**config.mk**
```make
export PLATFORM = sky130hd
export DESIGN_NAME = wb_regfile
export DESIGN_NICKNAME = d
export VERILOG_FILES = /design/src/rtl/wb_regfile.sv
export SDC_FILE = /design/constraint.sdc
export NUM_CORES = 1
export LEC_CHECK = 0
export BUFFER_PORTS_ARGS = -buffer_cell sky130_fd_sc_hd__buf_2
export CAP_MARGIN = 10
export CELL_PAD_IN_SITES_DETAIL_PLACEMENT = 2
export CELL_PAD_IN_SITES_GLOBAL_PLACEMENT = 2
export CORE_UTILIZATION = 44
export CTS_CLUSTER_SIZE = 12
export DETAILED_ROUTE_END_ITERATION = 8
export PLACE_DENSITY_LB_ADDON = 0.2
export SYNTH_ARGS = -nofsm -noshare
export SYNTH_HDL_FRONTEND = slang
export SYNTH_SLANG_ARGS = --single-unit
export TNS_END_PERCENT = 5
```
**constraint.sdc**
```tcl
create_clock -name clk -period 5.3 [get_ports clk]
set_input_delay 1.06 -clock clk [delete_from_list [all_inputs] [get_ports clk]]
set_output_delay 1.06 -clock clk [all_outputs]
set_load 0.01 [all_outputs]
```
**src/rtl/wb_regfile.sv**
```systemverilog
// Writeback select and 16x16 architectural register file with two combinational read ports.
// Optional same-cycle write-to-read forwarding is enabled by defining WB_REGFILE_BYPASS_EN.
module wb_regfile #(
  parameter int DATA_W = 16,
  parameter int ADDR_W = 4,
  parameter int NREGS  = 16,
  parameter int CNT_W  = 16
) (
  input  logic              clk,
  input  logic              rst,
  input  logic              regwrite,
  input  logic              memtoreg,
  input  logic [DATA_W-1:0] memdata,
  input  logic [DATA_W-1:0] aluresult,
  input  logic [ADDR_W-1:0] regdst,
  input  logic [ADDR_W-1:0] raddr1,
  input  logic [ADDR_W-1:0] raddr2,
  output logic [DATA_W-1:0] rdata1,
  output logic [DATA_W-1:0] rdata2,
  output logic [DATA_W-1:0] wbdata,
  output logic [CNT_W-1:0]  wr_count
);

  localparam logic [CNT_W-1:0] CNT_ONE = CNT_W'(1);

  logic [DATA_W-1:0] regs [NREGS];
  logic              commit;

  assign wbdata = memtoreg ? memdata : aluresult;

  // Gating on commit keeps X data on an idle writeback out of the array.
  assign commit = regwrite && (regdst != '0);

  always_ff @(posedge clk) begin
    if (rst) begin
      for (int i = 0; i < NREGS; i++) begin
        regs[i] <= '0;
      end
      wr_count <= '0;
    end else if (commit) begin
      regs[regdst] <= wbdata;
      wr_count     <= wr_count + CNT_ONE;
    end
  end

  always_comb begin
    rdata1 = regs[raddr1];
    rdata2 = regs[raddr2];
    if (raddr1 == '0) begin
      rdata1 = '0;
    end
`ifdef WB_REGFILE_BYPASS_EN
    else if (commit && (raddr1 == regdst)) begin
      rdata1 = wbdata;
    end
`endif
    if (raddr2 == '0) begin
      rdata2 = '0;
    end
`ifdef WB_REGFILE_BYPASS_EN
    else if (commit && (raddr2 == regdst)) begin
      rdata2 = wbdata;
    end
`endif
  end

endmodule

```
Yosys cells after proc, flatten, opt, wreduce, memory -nomap -nowiden
Memory sizes are Yosys's and may differ from the RTL's.
Index checks and enable logic that the tools add are counted.
- add/subtract/negate cells: 1
- muxes and demuxes: 11
- reductions and logical operators: 5
- operators with widths (cell ; number):
    $mux 16 ; 4
    $add 16x1->16 const B ; 1
    $reduce_or 16->1 ; 1
    $logic_not 4->1 ; 2
    $mux 1 ; 6
    $mux 4 ; 1
    $reduce_bool 4->1 ; 1
    $logic_and 1x1->1 ; 1
- register bits after elaboration: 16
- RAM bits: 256
- output and inout port bits: 64
- word-level logic and storage cells: 19
- memories: 1
- memory list (memory ; depth ; width ; read ports ; clocked after Yosys merged registers in ; write ports ; RTL line ; text):
    regs ; 16 ; 16 ; 2 ; 0 ; 16 ; 26 ; logic [DATA_W-1:0] regs [NREGS];

Longest topological paths before layout
Gate-level depths: netlist (run 1).
- depth after elaboration: 7
- mapped depth: 7
- mapped depth without buffers: 5

Worst setup path after synthesis (run 1)
No wires, ideal clock.
- kind: in2out
- start point: input port raddr2[1]
- end point: output port rdata2[10]
- arrival: 2.575 ns
- required time: 4.240 ns
- path slack: 1.665 ns
- stages on the path: 7
- buffers on the path: 3
- cell sequence: buf_2 > buf_2 > buf_2 > mux2i_1 > o22ai_1 > a2111oi_0 > a21oi_1
- cells in the longest elaborated chain, start to end: 2
- ends and longest elaborated chain (element ; RTL line ; text):
    start, declared ; 17 ; input logic [ADDR_W-1:0] raddr2,
    $mem_v2 16x16 or $logic_not 4->1 (tied branches) ; n/a ;
    $mux 16 (*) ; 57 ; if (raddr2 == '0) begin
    end, declared ; 19 ; output logic [DATA_W-1:0] rdata2,
Mark *: on every way between the ends. The rest lies on a longest branch, timed or not.

Worst setup path in the final report (run 1)
- start point: input port raddr1[3]
- end point: output port rdata1[15]
- cells in the longest elaborated chain, start to end: 2
- ends and longest elaborated chain (element ; RTL line ; text):
    start, declared ; 16 ; input logic [ADDR_W-1:0] raddr1,
    $mem_v2 16x16 or $logic_not 4->1 (tied branches) ; n/a ;
    $mux 16 (*) ; 49 ; if (raddr1 == '0) begin
    end, declared ; 18 ; output logic [DATA_W-1:0] rdata1,
Marked as above.

==> results list, run 1 <==
* Power per Cell Area: 334 mW/mm²
- After filler insertion, the fill cell instance count of the layout stands at 2872.
- Summing the sequential cell areas from Yosys gives 56.8% of the chip area.
- In this run the worst setup path begins at raddr1[3].
- The die is 176 µm wide.
- In the global route stage, overall resource usage came out at 34.2%.
- Buffers inserted to repair hold after CTS numbered 0.
* Vias in the first global route: approximately 11000
* RePlAce Congestion: roughly 0.8
- After clock tree synthesis, the clock-pin slew on the worst setup and hold paths is 0.06 ns.
- Area of the die: 0.0309 mm²
- In the routed design, unresolved DRC markers number 0.
- In this run the critical register-to-register path is launched from wr_count[2].
* Die boundary height: 176 µm
- Start point of the worst hold path: wr_count[14]
* Worst hold slack: 0.510 ns
- TritonCTS Sinks: 257
- Unrepaired setup endpoints after global routing: no
* Remaining global-route overflow: 0
- Detailed routing inserted a total of 10100 vias.
* CP max FO: 18
* Vias per inst: 6.38
- STA classifies the critical path startpoint as a primary input.
* Synth-to-Final Area Change: 16.1%
* Critical Path Sink Type: output pin
- The final layout contains routed wiring with a total length of 51.5 mm.
- Count of buffers from port buffering: approximately 110
- In this run, the number of DRC markers left after iteration 0 of detailed routing was 979.
- Number of cells traversed by the worst register-to-register path: 4
- Pin count of the biggest net entering global routing: 44
- Top-level port count: 112
- # diodes: 0
* Clock Latency Late Sink: 0.57 ns
- First-pass iteration count of the detailed router: 5
- The longest clock path from root to sink contains 3 buffers.
* Portion of synthesized cell area occupied by the leading cell type: 54.4%
* Fraction of final layout cells with drive strength greater than 1: 26.1%
* Total Nets Final: 1220
- Tightest slew margin relative to the limit: 20.3%
- The max-slew violation total from the final report came to 0.
- Summing every instance area after synthesis gives 0.0133 mm².
- Wire length of the first global-routing pass: ~76 mm
- Initial Util: between 40% and 50%
- At the pin with the least slew margin, the transition time is 1.20 ns.
- The largest total area in the synthesized netlist belongs to sky130_fd_sc_hd__edfxtp_1.
- After synthesis the netlist holds a flip-flop and latch count of 257.
* # setup viols final: 0
* Number of endpoints with negative hold slack in the final report: 0
- The tightest min-delay check is of the reg -> reg type.
- Leakage Power: 5.91 nW
- Mapped Nets: approximately 1100
* Count of cells resized by post-cts repair: 0
- The root buffer cell chosen for the clock tree is sky130_fd_sc_hd__clkbuf_16.
- The flow ran to the end, and the final reports show no timing, DRC or antenna violations.
- Total power: 0.00515 W
* Antenna viol nets, final: 0
- Number of synthesized flops with an enable pin: 241
* Worst Hold Depth: 2
- Initial antenna violation count: 1
- Final cycle utilization of the critical path: 83.8%
* Yosys synthesis warning count: 0
- The setup check on the worst reg-to-reg path leaves a slack of 3.16 ns.
- The library cell used most frequently in the layout, excluding fill and tap cells, is sky130_fd_sc_hd__nor2_1.
* Post-synthesis cell type count: 41
- Mean instance size in the synthesized netlist: 12.6 µm²
- TritonCTS clock tree: done
- Sum of negative setup slack: 0 ns
* Min Clock Period, post-route: between 4 and 5 ns
- At the placement stage, the worst setup path has a slack of approximately 0.93 ns.
- Clock tree synthesis inserted a total of 30 buffers.
- Number of rows created at floorplan: 63
- Setup Fix Bufs, Post-CTS: 0
* Synth area leaders: sky130_fd_sc_hd__edfxtp_1 (54%), sky130_fd_sc_hd__mux4_2 (11%), sky130_fd_sc_hd__mux2i_1 (9.3%)
- H-tree depth reported by CTS: 1
- Final worst clock skew: 0.00566 ns
- Maximum clock rate: approximately 230 MHz
- Most frequent cells in the layout: sky130_fd_sc_hd__nor2_1 (263), sky130_fd_sc_hd__edfxtp_1 (241), sky130_fd_sc_hd__mux2i_1 (124), sky130_fd_sc_hd__buf_2 (109), sky130_fd_sc_hd__buf_4 (70)
- The worst setup path is of the in -> out kind.
- Synthesized netlist cell count: approximately 1100
- Share of synthesized registers carrying an async set or reset: 0%
- The total area inside the core boundary comes to 0.0297 mm².
- The most critical setup path has its endpoint at rdata1[15].
- STA puts the critical path data required time at 4.24 ns.
* Primary FF master, synth: sky130_fd_sc_hd__edfxtp_1
- Maximum VDD drop: 0.196 mV
- Average wire per cell in the routed design: 32.5 µm
- The worst register-to-register path ends at wr_count[15].
* Count of maximum capacitance violations: 0
- Setup slack on the critical path of the routed design comes to 0.857 ns.
- Arr. time, crit path: roughly 3.4 ns
- The wire-length estimate of the detail-placed layout is 32.0 mm.
## sequential cells by signal, summed over array words and instances, names as in the netlist
signal and cells:
regs 241, wr_count 16
## cells by family after synthesis
| kind of cell | share of synthesized area, % |
|---|---|
| compound gates | 6.46 |
| flops | 56.8 |
| other cells | 0.0282 |
| simple gates | 10.7 |
| buf+inv | 3.46 |
| mux | 22.0 |
| fa+ha+maj | 0.0941 |
| xor+xnor | 0.395 |
## stage by stage
stage	util, %	cell area (µm²)	std cells
floorplan	-	13300	1053
global placement	48.8	14500	1528
detailed placement	48.8	14500	1528
CTS	51.9	15400	1581
global route	51.9	15400	1582
finish	51.9	15400	1582
## critical path, stage by stage
cell and delay, ns:
sky130_fd_sc_hd__buf_2 0.36, sky130_fd_sc_hd__buf_4 0.42, sky130_fd_sc_hd__buf_4 0.34, sky130_fd_sc_hd__mux4_2 0.35, sky130_fd_sc_hd__mux2i_1 0.39, sky130_fd_sc_hd__a21oi_1 0.22, sky130_fd_sc_hd__buf_2 0.20
## routing by layer
layer | GRT usage (%) | part of all wire (%) | vias to the layer above
met5 | 0 | 0 | -
met4 | 14.2 | 3.7 | 0
met3 | 6.41 | 6.7 | 133
met2 | 57.8 | 50 | 458
met1 | 43.0 | 40 | 5320
li1 | - | - | 4176
## cells in the mapped netlist, drive strengths merged (2+ instances only)
library cell	number
nor2	263
edfxtp	241
mux2i	124
mux4	67
clkbuf	63
a21oi	56
buf	32
inv	19
nand2	18
nand2b	17
a22oi	16
dfxtp	16
mux2	16
a221o	15
a2111oi	14
o22ai	14
o21ai	10
nand3	8
or3	8
xnor2	5
nand4	4
nor2b	4
a211oi	2
nor3	2
nor4b	2
nor4bb	2
o31ai	2
or4b	2
## power breakdown
| part | internal (W) | switching [W] |
|---|---|---|
| clock | 0.00117 | 0.000871 |
| combinational | 0.000264 | 0.000435 |
| sequential | 0.00233 | 0.0000756 |
| total | 0.00377 | 0.00138 |
## how the worst min path moves through the flow
| stage | slack (ns) | end |
|---|---|---|
| 2_1_floorplan | 0.50 | wr_count[15] |
| 4_1_cts | 0.51 | wr_count[14] |
| 3_5_place_dp | 0.48 | wr_count[15] |
| 5_1_grt | 0.57 | wr_count[14] |
| 6_report | 0.51 | wr_count[14] |
| 3_3_place_gp | 0.47 | wr_count[15] |
## final cells by class
type                            count  area (µm²)  area share, %
Clock buffer                       38         812           5.26
Clock inverter                     15         126          0.819
Inverter                           19        71.3          0.462
Multi-Input combinational cell    682        5280           34.2
Sequential cell                   257        7560           49.0
Tap cell                          390         488           3.16
Timing Repair Buffer              181        1100           7.10
(Power assumes the default switching activity.)
==> run 2: changes to the inputs <==
--- a/config.mk
+++ b/config.mk
@@ -9,7 +9,7 @@
 export CAP_MARGIN = 10
 export CELL_PAD_IN_SITES_DETAIL_PLACEMENT = 2
 export CELL_PAD_IN_SITES_GLOBAL_PLACEMENT = 2
-export CORE_UTILIZATION = 44
+export CORE_UTILIZATION = 42
 export CTS_CLUSTER_SIZE = 12
 export DETAILED_ROUTE_END_ITERATION = 8
 export PLACE_DENSITY_LB_ADDON = 0.2
==> constraint.sdc (replaced) <==
create_clock -name clk -period 4.3 [get_ports clk]
set_input_delay 0.86 -clock clk [delete_from_list [all_inputs] [get_ports clk]]
set_output_delay 0.86 -clock clk [all_outputs]
set_load 0.01 [all_outputs]
==> run 2 against run 1 <==
Effect of this change: worst setup slack worse by 0.29 ns; global-route usage fell by 4.3 points; count of clock-buffer cells in the layout is 1 higher; hold slack lost 0.013 ns; first-iteration DRC count shrank 7.9%; wire length is 7.2% lower; combinational power increased by 20%; sequential share of layout area up 0.076 points; the run now ends with DRC left; final area fell by 0.15%; die area increased by 4.7%; register-to-register slack got worse by 0.94 ns.
==> results list, run 2 (same netlist as run 1, synthesis figures left out) <==
- Vias after detailed routing: 9953 (was 10100)
- Unrepaired setup endpoints after global routing: no (unchanged).
- The wire length on met1 is 19.5 mm (was 20.4 mm).
* CP max FO: 13 (was 18)
- The flip-flop count of the largest register, all copies and words added is 241 (unchanged).
- Based on the critical path, the design can be clocked at up to 268 MHz.
- Finished Core Util: 50.0% (was 51.9%)
- The worst hold path class is reg -> reg (unchanged).
* Final worst clock skew: 0.00705 ns (was 0.00566 ns)
- The initial antenna violation count came to 0 (was 1).
- The global-route wire length before repair was 70.9 mm (was 75.8 mm).
- The final setup violation count is 0 (unchanged).
- Detailed-placement wirelength estimate: 33.0 mm (was 32.0 mm)
- The number of hold-repair buffers added at the cts stage was 0 (unchanged).
- Tightest slew margin relative to the limit: 27.3% (was 20.3%)
- The final setup TNS is 0 ns (unchanged).
- The floorplan row count came to 64 (was 63).
* CP Launch Point: raddr2[1] (was raddr1[3])
- Min Clock Period, post-route: 3.73 ns
- The source of the worst register-to-register timing path is wr_count[0] (was wr_count[2]).
- The clock transition at the registers of the reported paths came to 0.06 ns (about the same).
- Leakage Power: 5.88 nW (was 5.91 nW)
* Power per Cell Area: 392 mW/mm² (was 334 mW/mm²)
- The area of the die came to 0.0324 mm² (was 0.0309 mm²).
- The core region area was 0.0308 mm² (was 0.0297 mm²).
- Cell at the root of the clock tree: sky130_fd_sc_hd__clkbuf_16 (unchanged)
* Total power: 0.00605 W (was 0.00515 W)
- Count of final max-slew check failures: 0 (unchanged)
- The buffer count from post-CTS setup fixing came to 0 (unchanged).
* Violations in the final reports: DRC
- Status: finished with violations (was finished clean)
* Critical Path Sink Type: output pin (unchanged)
* Metal2 WL: 23.2 mm (was 25.7 mm)
- The multi-input logic area is 0.00528 mm² (unchanged).
* Maximum VDD drop: 0.255 mV (was 0.196 mV)
- Die boundary height: 180 µm (was 176 µm)
* Count of maximum capacitance violations: 0 (unchanged)
- Top reg by flops: regs (unchanged)
* Die outline width: 180 µm (was 176 µm)
* TritonCTS clock tree: done (unchanged)
* Commonest non-fill, non-tap cell in the layout: sky130_fd_sc_hd__nor2_1 (unchanged)
- The type of the worst setup path was in -> out (unchanged).
- The required time at the worst-slack endpoint came to 3.44 ns (was 4.24 ns).
* Synth-to-Final Area Change: 15.9% (was 16.1%)
* Iter 0 DRT Violations: 902 (was 979)
- Fraction of final layout cells with drive strength greater than 1: 25.5% (was 26.1%)
* Most frequent cells in the layout: sky130_fd_sc_hd__nor2_1 (263), sky130_fd_sc_hd__edfxtp_1 (241), sky130_fd_sc_hd__mux2i_1 (124), sky130_fd_sc_hd__buf_2 (109), sky130_fd_sc_hd__buf_4 (73) (was sky130_fd_sc_hd__nor2_1 (263), sky130_fd_sc_hd__edfxtp_1 (241), sky130_fd_sc_hd__mux2i_1 (124), sky130_fd_sc_hd__buf_2 (109), sky130_fd_sc_hd__buf_4 (70))
- Arr. time, crit path: 2.87 ns (was 3.38 ns)
* Final cycle utilization of the critical path: 86.8%
- The slew at the pin closest to its max-slew limit is 1.09 ns (was 1.20 ns).
- The final RePlAce weighted congestion was 0.843 (was 0.797).
* TritonCTS Sinks: 257 (unchanged)
* Initial Util: 43.1% (was 44.7%)
- The average via count per standard cell is 6.25 (was 6.38).
- Detailed-route DRC error count: 3 (was 0)
- The largest net degree at the start of global routing came to 39 (was 44).
- Clock Latency Late Sink: 0.54 ns (was 0.57 ns)
* Max Root-Sink Buffers: 3 (unchanged)
- Count of fill cells added during filler insertion: 2993 (was 2872)
* Remaining global-route overflow: 0 (unchanged)
- The area of all sequential standard cells was 0.00756 mm² (unchanged).
- The number of gates given a new drive strength after cts came to 0 (unchanged).
- The I/O pin count came to 112 (unchanged).
- The uppermost layer routed is met4 (unchanged).
- Met3 routed WL: 3.05 mm (was 3.46 mm)
- The number of global-route vias before repair came to 10700 (was 11300).
- The wire length reported by the detailed router is 47.8 mm (was 51.5 mm).
- Regs by FF count: regs x241, wr_count x16 (unchanged).
- The final routed wire length divided by cell count is 30.0 µm (was 32.5 µm).
- The number of I/O port buffers came to 111 (unchanged).
- Tot GR Track Use: 29.9% (was 34.2%)
* Total Nets Final: 1224 (was 1220)
* First-pass iteration count of the detailed router: 7 (was 5)
- Final std cells w/o fill: 1592 (was 1582)
* Number of CTS-inserted buffers: 29 (was 30)
- Number of endpoints with negative hold slack in the final report: 0 (unchanged)
- The remaining number of nets flagged by the antenna check after routing came to 0 (unchanged).
- Dpl cells: 1540 (was 1528)
- # diodes: 0 (unchanged)
- The number of levels the H-tree was split into is 1 (unchanged).
- Startpoint types: primary input (unchanged)
- The start point of the worst min-delay path is wr_count[15] (was wr_count[14]).
## run 2: cell count changes in the layout (fill, tap and decap cells not counted), sizes merged
cell,delta
bufinv,-2
buf,+6
clkinvlp,+1
clkinv,-1
## run 2: cell type report
type / instances / area share [%]
Sequential cell: 257 / 49.0
Multi-Input combinational cell: 682 / 34.3
Timing Repair Buffer: 186 / 7.62
Clock buffer: 39 / 5.02
Tap cell: 396 / 3.22
Inverter: 19 / 0.463
Clock inverter: 13 / 0.365
## run 2: worst max-delay path, stage by stage
cell	delay (ns)
sky130_fd_sc_hd__buf_4	0.28
sky130_fd_sc_hd__buf_4	0.36
sky130_fd_sc_hd__mux4_2	0.56
sky130_fd_sc_hd__mux2i_1	0.49
sky130_fd_sc_hd__a21oi_1	0.15
sky130_fd_sc_hd__buf_2	0.17
## run 2: through the flow
step | hold slack, ns | area, µm² | setup WS, ns
after CTS | 0.502 | 15400 | 0.606
after global routing | 0.514 | 15400 | 0.513
after floorplan | 0.496 | 13300 | 1.06
after detailed placement | 0.491 | 14600 | 0.646
final | 0.498 | 15400 | 0.566
after global placement | 0.466 | 14600 | 0.718
## run 2: path summary, 6_finish.rpt
check,endpoint,slack [ns],depth (start not counted)
max,rdata2[13],0.57,6
max reg2reg,wr_count[14],2.22,5
min reg2reg,wr_count[15],0.50,2
min,wr_count[15],0.50,2
## run 2: report_power, final
group | internal [W] | switching [W]
Clock | 0.00125 | 0.000991
Sequential | 0.00288 | 0.0000983
Combinational | 0.000333 | 0.000504
## run 2: layer usage
layer	track usage, %	up-vias
met5	0	-
met4	12.2	0
met3	4.42	115
met2	49.6	423
met1	39.3	5224
li1	-	4191
